<file path="src/rtl/alu_seq.sv">
// Command/response sequencer wrapped around an external N-bit combinational ALU, with an accumulator.
// Optional result flags (rsp_zero, rsp_neg) are built when ALU_SEQ_FLAGS_EN is defined.
module alu_seq #(
  parameter int N = 8
) (
  input  logic         clk,
  input  logic         rst,
  input  logic         cmd_valid,
  output logic         cmd_ready,
  input  logic [2:0]   cmd_op,
  input  logic [N-1:0] cmd_a,
  input  logic [N-1:0] cmd_b,
  input  logic         cmd_use_acc,
  input  logic         cmd_wb,
  input  logic         acc_clr,
  output logic [N-1:0] alu_a,
  output logic [N-1:0] alu_b,
  output logic [2:0]   alu_op,
  input  logic [N-1:0] alu_y,
  output logic         rsp_valid,
  input  logic         rsp_ready,
  output logic [N-1:0] rsp_data,
  output logic [N-1:0] acc,
`ifdef ALU_SEQ_FLAGS_EN
  output logic         rsp_zero,
  output logic         rsp_neg,
`endif
  output logic         busy
);

  typedef enum logic [1:0] {IDLE, EXEC, RESP} state_e;

  state_e       state_q, state_d;
  logic [N-1:0] alu_a_q, alu_a_d;
  logic [N-1:0] alu_b_q, alu_b_d;
  logic [2:0]   alu_op_q, alu_op_d;
  logic         wb_q, wb_d;
  logic [N-1:0] rsp_data_q, rsp_data_d;
  logic [N-1:0] acc_q, acc_d;
  logic         cmd_fire;

  assign cmd_fire = cmd_valid & cmd_ready;

  // State register
  always_ff @(posedge clk or posedge rst) begin
    if (rst) state_q <= IDLE;
    else     state_q <= state_d;
  end

  // Next-state logic
  always_comb begin
    state_d = state_q;
    case (state_q)
      IDLE:    if (cmd_fire) state_d = EXEC;
      EXEC:    state_d = RESP;
      RESP:    if (rsp_ready) state_d = IDLE;
      default: state_d = IDLE;
    endcase
  end

  // Outputs decoded from state; cmd_ready stays low while reset is held
  always_comb begin
    cmd_ready = (state_q == IDLE) & ~rst;
    rsp_valid = (state_q == RESP);
    busy      = (state_q != IDLE);
  end

  // Operand capture on handshake, result capture when leaving EXEC
  always_comb begin
    alu_a_d    = alu_a_q;
    alu_b_d    = alu_b_q;
    alu_op_d   = alu_op_q;
    wb_d       = wb_q;
    rsp_data_d = rsp_data_q;
    acc_d      = acc_q;
    if (cmd_fire) begin
      alu_a_d  = cmd_use_acc ? acc_q : cmd_a;
      alu_b_d  = cmd_b;
      alu_op_d = cmd_op;
      wb_d     = cmd_wb;
    end
    if (state_q == EXEC) begin
      rsp_data_d = alu_y;
      if (wb_q) acc_d = alu_y;
    end
    // A clear always beats a same-cycle write-back
    if (acc_clr) acc_d = '0;
  end

  always_ff @(posedge clk or posedge rst) begin
    if (rst) begin
      alu_a_q    <= '0;
      alu_b_q    <= '0;
      alu_op_q   <= '0;
      wb_q       <= 1'b0;
      rsp_data_q <= '0;
      acc_q      <= '0;
    end else begin
      alu_a_q    <= alu_a_d;
      alu_b_q    <= alu_b_d;
      alu_op_q   <= alu_op_d;
      wb_q       <= wb_d;
      rsp_data_q <= rsp_data_d;
      acc_q      <= acc_d;
    end
  end

  assign alu_a    = alu_a_q;
  assign alu_b    = alu_b_q;
  assign alu_op   = alu_op_q;
  assign rsp_data = rsp_data_q;
  assign acc      = acc_q;

`ifdef ALU_SEQ_FLAGS_EN
  logic rsp_zero_q, rsp_zero_d;
  logic rsp_neg_q, rsp_neg_d;

  always_comb begin
    rsp_zero_d = rsp_zero_q;
    rsp_neg_d  = rsp_neg_q;
    if (state_q == EXEC) begin
      rsp_zero_d = (alu_y == '0);
      rsp_neg_d  = alu_y[N-1];
    end
  end

  always_ff @(posedge clk or posedge rst) begin
    if (rst) begin
      rsp_zero_q <= 1'b0;
      rsp_neg_q  <= 1'b0;
    end else begin
      rsp_zero_q <= rsp_zero_d;
      rsp_neg_q  <= rsp_neg_d;
    end
  end

  assign rsp_zero = rsp_zero_q;
  assign rsp_neg  = rsp_neg_q;
`endif

endmodule
</file>
<file path="config.mk">
export PLATFORM = sky130hd
export DESIGN_NAME = alu_seq
export DESIGN_NICKNAME = d
export VERILOG_FILES = /design/src/rtl/alu_seq.sv
export SDC_FILE = /design/constraint.sdc
export NUM_CORES = 1
export LEC_CHECK = 0
export CORE_UTILIZATION = 40
export CTS_CLUSTER_DIAMETER = 50
export DETAILED_ROUTE_END_ITERATION = 10
export PLACE_DENSITY = 0.77
export SYNTH_ARGS = -nofsm -noshare
export SYNTH_HDL_FRONTEND = slang
export SYNTH_SLANG_ARGS = --single-unit
export TNS_END_PERCENT = 50
</file>
<file path="constraint.sdc">
create_clock -name clk -period 2 [get_ports clk]
set_clock_uncertainty 0.15 [all_clocks]
set_input_delay 0.3 -clock clk [delete_from_list [all_inputs] [get_ports clk]]
set_output_delay 0.3 -clock clk [all_outputs]
set_load 0.05 [all_outputs]
</file>
==> impl_metrics.env, run 1 <==
export IMPL_status="completed"
export IMPL_internal_power_mw=1.74
export IMPL_hold_worst_slack_ns=0.304
export IMPL_grt_antenna_before_repair=0
export IMPL_final_max_tran_viols=0
export IMPL_cts_buffer_depth=2
export IMPL_antenna_cells=0
export IMPL_post_dp_hpwl_um=2670
export IMPL_cts_tree="yes"
export IMPL_ys_warnings_count=0
export IMPL_path_delay_family="buffers and inverters"
export IMPL_cts_hold_buffers_added=0
export IMPL_post_layout_total_power_mw=2.89
export IMPL_path_cells="clkdlybuf4s50_1"
export IMPL_hp_class="primary input to asynchronous set/reset pin"
export IMPL_power_ir_vdd_worst_v=0.000869
export IMPL_cts_resized=0
export IMPL_combPwrFrac_pct=46.0
export IMPL_vias_in_the_first_global_route=1269
export IMPL_max_clock_freq_mhz=517
export IMPL_crit_path_end_kind="primary output"
export IMPL_finalHoldViolCount=0
export IMPL_worst_slew_margin_rel_pct=65.4
export IMPL_remaining_drc_errors=0
export IMPL_grt_first_pass_wirelength_um=5990
export IMPL_rows=22
export IMPL_worstPathBufferInverterCount=1
export IMPL_critPathMaxStageDelay_ns=0.81
export IMPL_post_synth_instance_area_um2=1650
export IMPL_cap_viol_max_count=0
export IMPL_detail_route_wirelength_um=3450
export IMPL_grt_usage_pct=18.7
export IMPL_numClockSinks=38
export IMPL_critical_path_startpoint_type="flip-flop"
export IMPL_h_tree_depth=2
export IMPL_fin_nets=221
export IMPL_syn2layout_area_growth_pct=52.8
export IMPL_grt_setup_unrepaired="no"
export IMPL_core_um2=3800
export IMPL_grt_overflow_total=0
export IMPL_netlist_instances=113
export IMPL_timing_critical_path_from="acc[5]"
export IMPL_floorplan_die_area_um2=4380
export IMPL_vias=1145
export IMPL_share_seq_of_total_power_pct=36.0
export IMPL_power_switching_mw=1.15
export IMPL_p_per_area_nw_per_um2=1150
export IMPL_swShare_pct=39.8
export IMPL_route_detailed_vias_per_inst=4.85
export IMPL_clock_insertion_delay_worst_skew_ns=0.28
export IMPL_finalSetupTns_ns=0
export IMPL_numCtsBuffers=5
export IMPL_place_port_buffers=71
export IMPL_clk_pin_slew_ns=0.07
export IMPL_avgRoutedWirePerCell_um=14.6
export IMPL_pin_count_of_the_biggest_net_entering_global_routing=30
export IMPL_worst_endpoint_required_ns=1.55
export IMPL_floorplan_die_width_um=66.2
export IMPL_antenna_left=0
export IMPL_rr_startpoint="state_q[1]"
export IMPL_finalCritPeriodShare_pct=96.7
export IMPL_global_placement_routability_congestion=0.712
export IMPL_post_synth_num_cell_types=14
export IMPL_synth_nets=147
export IMPL_cellLeakagePower_nw=1.07
export IMPL_worst_r2r_path_depth=3
export IMPL_first_iteration_detailed_routing_drc_count=22
export IMPL_ctsRootBufferMaster="clkbuf_8"
export IMPL_critPathArrivalTime_ns=1.48
export IMPL_ioPinCount=72
export IMPL_setup_violations=0
export IMPL_worst_path_max_fanout=3
export IMPL_final_layout_size_suffix_gt1_share_pct=29.3
export IMPL_critical_path_class="flip-flop to primary output"
export IMPL_finalCriticalPeriod_ns=1.93
export IMPL_critical_path_depth=1
export IMPL_avgSynthCellArea_um2=14.6
export IMPL_share_clk_of_total_power_pct=18.0
export IMPL_number_of_detailed_routing_iterations_run_before_antenna_repair=4
export IMPL_cp_slowest_cell="clkdlybuf4s50_1"
export IMPL_post_cts_repair_setup_buffers=0
export IMPL_tightest_slew_ns=0.518
export IMPL_dieHeight_um=66.2
export IMPL_ys_seq_elements=38
export IMPL_synth_seq_area_share_pct=57.8
export IMPL_initial_utilization_pct=43.3
[logic make-up (layout without fill, tap and decap cells)]
kind of cell / Yosys count / after routing / share of synthesized area, %
buffers and inverters: 8 / 83 / 2.89
AO/OA/AOI/OAI: 1 / 1 / 0.304
AND/OR/NAND/NOR: 22 / 22 / 9.57
multiplexers: 44 / 44 / 29.5
flip-flops: 38 / 38 / 57.8
[synthesized netlist by cell type]
cell type,n,area [µm²]
o21ai_0,1,5.00
or2b_1,1,7.51
inv_1,2,7.51
dfrtp_1,38,951
clkbuf_1,2,7.51
nor4b_4,1,23.8
and3b_2,1,10.0
mux2i_1,8,80.1
buf_6,2,22.5
mux2_2,36,405
nor2_1,1,3.75
nand2b_1,17,106
buf_2,2,10.0
or2_2,1,6.26
[through the flow]
stage / instance area, µm² / worst slack (ns) / util, % / cells
finish: 2520 / 0.0651 / 66.2 / 236
global route: 2520 / 0.0122 / 66.2 / 236
CTS: 2520 / 0.0430 / 66.2 / 236
detailed placement: 2420 / 0.0651 / 63.8 / 228
global placement: 2420 / 0.112 / 63.8 / 228
floorplan: 1650 / 0.0108 / - / 113
[power groups by stage]
| stage | combinational (mW) | clock (mW) | sequential (mW) |
|---|---|---|---|
| 2_1_floorplan | 0.275 | 0 | 1.63 |
| 3_3_place_gp | 1.33 | 0 | 1.04 |
| 3_5_place_dp | 1.34 | 0 | 1.06 |
| 4_1_cts | 1.34 | 0.537 | 1.04 |
| 5_1_grt | 1.39 | 0.575 | 1.07 |
| 6_report | 1.33 | 0.521 | 1.04 |
[cell usage in the layout (no fill, tap or decap)]
cell	instances
and3b_2	1
clkbuf_8	6
o21ai_0	1
or2b_1	1
or2_2	1
clkinv_2	1
mux2i_1	8
dfrtp_1	38
nor4b_4	1
clkdlybuf4s50_1	64
buf_12	4
mux2_2	36
nand2b_1	17
buf_4	5
clkbuf_1	1
inv_1	2
nor2_1	1
[registers in the layout, indices dropped and copies added (netlist names)]
signal	cells
acc	8
alu_a	8
alu_b	8
rsp_data	8
alu_op	3
state_q	2
wb_q	1
[layout make-up]
cell class,instances,area [µm²]
Tap cell,48,60.1
Timing Repair Buffer,73,758
Sequential cell,38,951
Inverter,2,7.51
Clock inverter,1,5.00
Clock buffer,7,86.3
Fill cell,271,1280
Multi-Input combinational cell,67,648
[worst paths after layout]
check	to	slack, ns
hold / removal	rsp_data[4]	0.30
setup / recovery	acc[5]	0.07
min in group clk	wb_q	0.35
setup reg to reg	alu_a[2]	0.39
hold reg to reg	wb_q	0.35
max in group asynchronous	alu_a[5]	0.90
[routing by layer]
metal	GRT usage, %	vias up	share of wire, %
met5	0	-	0
li1	-	536	-
met1	21.5	553	42
met2	31.5	54	48
met4	6.38	0	0.84
met3	7.41	2	9.6
Note: power is estimated with default switching activity, not from simulation.
==> inputs of run 2 (changes only) <==
--- a/config.mk
+++ b/config.mk
@@ -8,7 +8,8 @@
 export CORE_UTILIZATION = 40
 export CTS_CLUSTER_DIAMETER = 50
 export DETAILED_ROUTE_END_ITERATION = 10
-export PLACE_DENSITY = 0.77
+export DONT_BUFFER_PORTS = 1
+export PLACE_DENSITY = 0.54
 export SYNTH_ARGS = -nofsm -noshare
 export SYNTH_HDL_FRONTEND = slang
 export SYNTH_SLANG_ARGS = --single-unit
==> impl_metrics.env, run 2 (same netlist as run 1, synthesis figures left out) <==
export IMPL_max_clock_freq_mhz=559
export IMPL_layout_cells_most_common_list="dfrtp_1, mux2_2, dlygate4sd3_1, nand2b_1, mux2i_1"
export IMPL_grt_setup_unrepaired="no"
export IMPL_numClockSinks=38
export IMPL_hold_worst_slack_ns=0.0101
export IMPL_rows=22
export IMPL_detail_route_wirelength_um=3200
export IMPL_vias=980
export IMPL_final_util_pct=52.0
export IMPL_ctsRootBufferMaster="clkbuf_8"
export IMPL_floorplan_die_area_um2=4380
export IMPL_internal_power_mw=1.40
export IMPL_syn2layout_area_growth_pct=20.1
export IMPL_cts_hold_buffers_added=4
export IMPL_clock_insertion_delay_worst_skew_ns=0.29
export IMPL_worst_endpoint_required_ns=1.55
export IMPL_pin_count_of_the_biggest_net_entering_global_routing=22
export IMPL_core_um2=3800
export IMPL_status="completed"
export IMPL_cts_resized=0
export IMPL_grt_usage_pct=15.5
export IMPL_cts_tree="yes"
export IMPL_layout_commonest_cell="dfrtp_1"
export IMPL_post_layout_total_power_mw=2.49
export IMPL_fin_nets=172
export IMPL_finish_instance_area_um2=1980
export IMPL_dieHeight_um=66.2
export IMPL_cts_buffer_depth=2
export IMPL_reg2reg_to="alu_b[6]"
export IMPL_timing_hold_worst_start="alu_y[3]"
export IMPL_cell_depth_of_the_worst_hold_path=2
export IMPL_final_max_tran_viols=0
export IMPL_finalHoldViolCount=0
export IMPL_remaining_drc_errors=0
export IMPL_layoutNonFillerInstCount=185
export IMPL_cellLeakagePower_nw=0.863
export IMPL_place_port_buffers=0
export IMPL_timing_reg2reg_setup_slack_ns=0.34
export IMPL_global_placement_routability_congestion=0.706
export IMPL_critical_path_class="flip-flop to primary output"
export IMPL_antenna_cells=0
export IMPL_finalCritPeriodShare_pct=89.4
export IMPL_critPathArrivalTime_ns=1.34
export IMPL_grt_overflow_total=0
export IMPL_avgRoutedWirePerCell_um=17.3
export IMPL_post_cts_repair_setup_buffers=0
export IMPL_crit_path_end_kind="primary output"
export IMPL_min_delay_worst_endpoint="acc[3]"
export IMPL_vias_in_the_first_global_route=1024
export IMPL_dpl_cell_area_um2=1700
export IMPL_antenna_left=0
export IMPL_grt_antenna_before_repair=0
export IMPL_post_dp_hpwl_um=2240
export IMPL_combPwrFrac_pct=13.3
export IMPL_setup_violations=0
export IMPL_worst_r2r_path_depth=3
export IMPL_post_place_cells=160
export IMPL_power_switching_mw=1.09
export IMPL_hp_class="primary input to flip-flop"
export IMPL_initial_utilization_pct=43.3
export IMPL_finalSetupTns_ns=0
export IMPL_slack_of_the_critical_path_ns=0.212
export IMPL_number_of_detailed_routing_iterations_run_before_antenna_repair=3
export IMPL_grt_first_pass_wirelength_um=4850
export IMPL_dpl_worst_slack_ns=0.345
export IMPL_first_iteration_detailed_routing_drc_count=22
export IMPL_numCtsBuffers=5
export IMPL_h_tree_depth=2
export IMPL_power_ir_vdd_worst_v=0.000867
export IMPL_share_seq_of_total_power_pct=66.1
export IMPL_floorplan_die_width_um=66.2
export IMPL_ioPinCount=72
export IMPL_rr_startpoint="state_q[1]"
export IMPL_p_per_area_nw_per_um2=1260
export IMPL_clk_pin_slew_ns=0.07
export IMPL_finalCriticalPeriod_ns=1.79
export IMPL_cap_viol_max_count=0
export IMPL_worst_path_max_fanout=5
export IMPL_critical_path_startpoint_type="flip-flop"
export IMPL_final_layout_size_suffix_gt1_share_pct=36.5
export IMPL_worst_slew_margin_rel_pct=63.8
export IMPL_share_clk_of_total_power_pct=20.5
export IMPL_swShare_pct=43.7
export IMPL_tightest_slew_ns=0.543
export IMPL_route_detailed_vias_per_inst=5.30
-- run 2: cell count changes in the layout (fill, tap and decap cells not counted) --
cell             before  now
clkinv_2              1    0
clkbuf_1              1    0
dlygate4sd3_1         0   19
buf_12                4    0
clkdlybuf4s50_1      64    0
-- run 2: routing by layer --
| metal | global-route usage (%) | part of all wire [%] | vias up |
|---|---|---|---|
| li1 | - | - | 430 |
| met1 | 16.9 | 36 | 501 |
| met2 | 24.5 | 52 | 47 |
| met3 | 9.48 | 12 | 2 |
| met4 | 5.59 | 0.44 | 0 |
| met5 | 0 | 0 | - |
-- run 2: worst max-delay path: stages, from the launching register on --
cell and delay (ns):
dfrtp_1 0.43, or2_2 0.33, nor2_1 0.09, buf_4 0.20
-- run 2: power by group through the flow --
stage / clock network [mW] / registers, mW / logic (mW)
after floorplan: 0 / 1.63 / 0.275
after global placement: 0 / 1.66 / 0.295
after detailed placement: 0 / 1.67 / 0.307
after CTS: 0.538 / 1.65 / 0.313
after global routing: 0.573 / 1.67 / 0.360
final: 0.511 / 1.65 / 0.332
-- run 2: final cells by class --
class	count	area, µm²
fillers	331	1820
multi-input cells	67	648
repair buffers	24	228
inverters	2	7.51
flip-flops and latches	38	951
clock buffers	6	82.6
well taps	48	60.1
-- run 2: worst max path at each step --
| stage | to | slack (ns) | start |
|---|---|---|---|
| finish | cmd_ready | 0.21 | state_q[1] |
| floorplan | cmd_ready | 0.01 | state_q[1] |
| global placement | alu_b[5] | 0.39 | state_q[1] |
| CTS | cmd_ready | 0.20 | state_q[1] |
| detailed placement | alu_b[6] | 0.34 | state_q[1] |
| global route | cmd_ready | 0.16 | state_q[0] |
==> inputs of run 3 (changes only) <==
--- a/config.mk
+++ b/config.mk
@@ -5,11 +5,11 @@
 export SDC_FILE = /design/constraint.sdc
 export NUM_CORES = 1
 export LEC_CHECK = 0
-export CORE_UTILIZATION = 40
+export CORE_UTILIZATION = 30
 export CTS_CLUSTER_DIAMETER = 50
 export DETAILED_ROUTE_END_ITERATION = 10
 export DONT_BUFFER_PORTS = 1
-export PLACE_DENSITY = 0.54
+export PLACE_DENSITY = 0.44
 export SYNTH_ARGS = -nofsm -noshare
 export SYNTH_HDL_FRONTEND = slang
 export SYNTH_SLANG_ARGS = --single-unit
==> impl_metrics.env, run 3 (same netlist as run 1, synthesis figures left out) <==
export IMPL_status="completed"
export IMPL_final_layout_size_suffix_gt1_share_pct=37.4
export IMPL_finalSetupTns_ns=0
export IMPL_finalCritPeriodShare_pct=89.8
export IMPL_dpl_cell_area_um2=1720
export IMPL_antenna_cells=0
export IMPL_max_clock_freq_mhz=557
export IMPL_grt_first_pass_wirelength_um=5170
export IMPL_avgRoutedWirePerCell_um=16.0
export IMPL_first_iteration_detailed_routing_drc_count=19
export IMPL_numCtsBuffers=5
export IMPL_grt_usage_pct=11.5
export IMPL_post_dp_hpwl_um=2320
export IMPL_fillerInstances=538
export IMPL_cap_viol_max_count=0
export IMPL_initial_utilization_pct=31.6
export IMPL_final_max_tran_viols=0
export IMPL_crit_path_end_kind="primary output"
export IMPL_rows=26
export IMPL_finalHoldViolCount=0
export IMPL_worst_endpoint_required_ns=1.55
export IMPL_floorplan_die_width_um=76.1
export IMPL_worst_slew_margin_rel_pct=63.4
export IMPL_critPathMaxStageDelay_ns=0.43
export IMPL_syn2layout_area_growth_pct=18.5
export IMPL_finalCriticalPeriod_ns=1.80
export IMPL_setup_violations=0
export IMPL_cts_tree="yes"
export IMPL_slack_of_the_critical_path_ns=0.204
export IMPL_critical_path_class="flip-flop to primary output"
export IMPL_worst_path_max_fanout=5
export IMPL_layout_cells_most_common_list="dfrtp_1, mux2_2, nand2b_1, dlygate4sd3_1, mux2i_1"
export IMPL_critPathArrivalTime_ns=1.35
export IMPL_post_place_cells=181
export IMPL_place_port_buffers=0
export IMPL_p_per_area_nw_per_um2=1330
export IMPL_vias_in_the_first_global_route=1046
export IMPL_path_cells="or2_2 -> nor2_1 -> buf_4"
export IMPL_cellLeakagePower_nw=0.838
export IMPL_h_tree_depth=2
export IMPL_finish_instance_area_um2=1950
export IMPL_dieHeight_um=76.1
export IMPL_detail_route_wirelength_um=3220
export IMPL_ctsRootBufferMaster="clkbuf_8"
export IMPL_hp_class="primary input to flip-flop"
export IMPL_dpl_worst_slack_ns=0.348
export IMPL_grt_antenna_before_repair=0
export IMPL_core_um2=5200
export IMPL_layoutNonFillerInstCount=201
export IMPL_cts_buffer_depth=2
export IMPL_tightest_slew_ns=0.549
export IMPL_grt_setup_unrepaired="no"
export IMPL_ioPinCount=72
export IMPL_hold_worst_slack_ns=0.0102
export IMPL_post_cts_repair_setup_buffers=0
export IMPL_vias=937
export IMPL_remaining_drc_errors=0
export IMPL_number_of_detailed_routing_iterations_run_before_antenna_repair=3
export IMPL_floorplan_die_area_um2=5790
export IMPL_layout_commonest_cell="dfrtp_1"
export IMPL_antenna_left=0
export IMPL_cp_slowest_cell="dfrtp_1"
export IMPL_clock_insertion_delay_worst_skew_ns=0.28
export IMPL_numClockSinks=38
export IMPL_grt_overflow_total=0
export IMPL_worstPathBufferInverterCount=1
export IMPL_timing_reg2reg_setup_slack_ns=0.34
export IMPL_post_layout_total_power_mw=2.59
export IMPL_path_delay_family="simple AND/OR/NAND/NOR gates"
export IMPL_clk_pin_slew_ns=0.07
export IMPL_final_util_pct=37.5
export IMPL_pin_count_of_the_biggest_net_entering_global_routing=39
export IMPL_power_ir_vdd_worst_v=0.000625
export IMPL_fin_nets=164
export IMPL_critical_path_startpoint_type="flip-flop"
export IMPL_global_placement_routability_congestion=0.709
export IMPL_route_detailed_vias_per_inst=4.66
## run 3: metal layers
metal / wire length (µm) / vias up / track usage [%]
met1: 1230 / 470 / 11.7
met5: 0 / - / 0
met4: 35 / 0 / 4.04
met3: 362 / 4 / 6.95
met2: 1590 / 48 / 19.3
li1: - / 415 / -
## run 3: where the power goes
group | switching [mW] | internal, mW
clock network | 0.251 | 0.373
registers | 0.718 | 0.932
logic | 0.127 | 0.192
total | 1.10 | 1.50
## run 3: layout make-up
type	count	area (µm²)	area share [%]
Sequential cell	38	951	48.7
Inverter	2	7.51	0.385
Clock buffer	7	76.3	3.91
Multi-Input combinational cell	67	648	33.2
Timing Repair Buffer	16	150	7.70
Clock inverter	1	30.0	1.54
Tap cell	70	87.6	4.49
## run 3: worst paths after layout
path | startpoint | endpoint | cells after the start
max | state_q[1] | cmd_ready | 3
min | alu_y[5] | acc[5] | 2
max reg2reg | state_q[1] | alu_b[5] | 3
min reg2reg | wb_q | wb_q | 1
max in group asynchronous | rst | alu_a[5] | 3
min in group asynchronous | rst | state_q[1] | 3
## run 3: timing repair
item,4_1_cts,5_1_grt
gates resized for setup,0,0
hold buffers,7,5
endpoints found under the hold margin,44,5
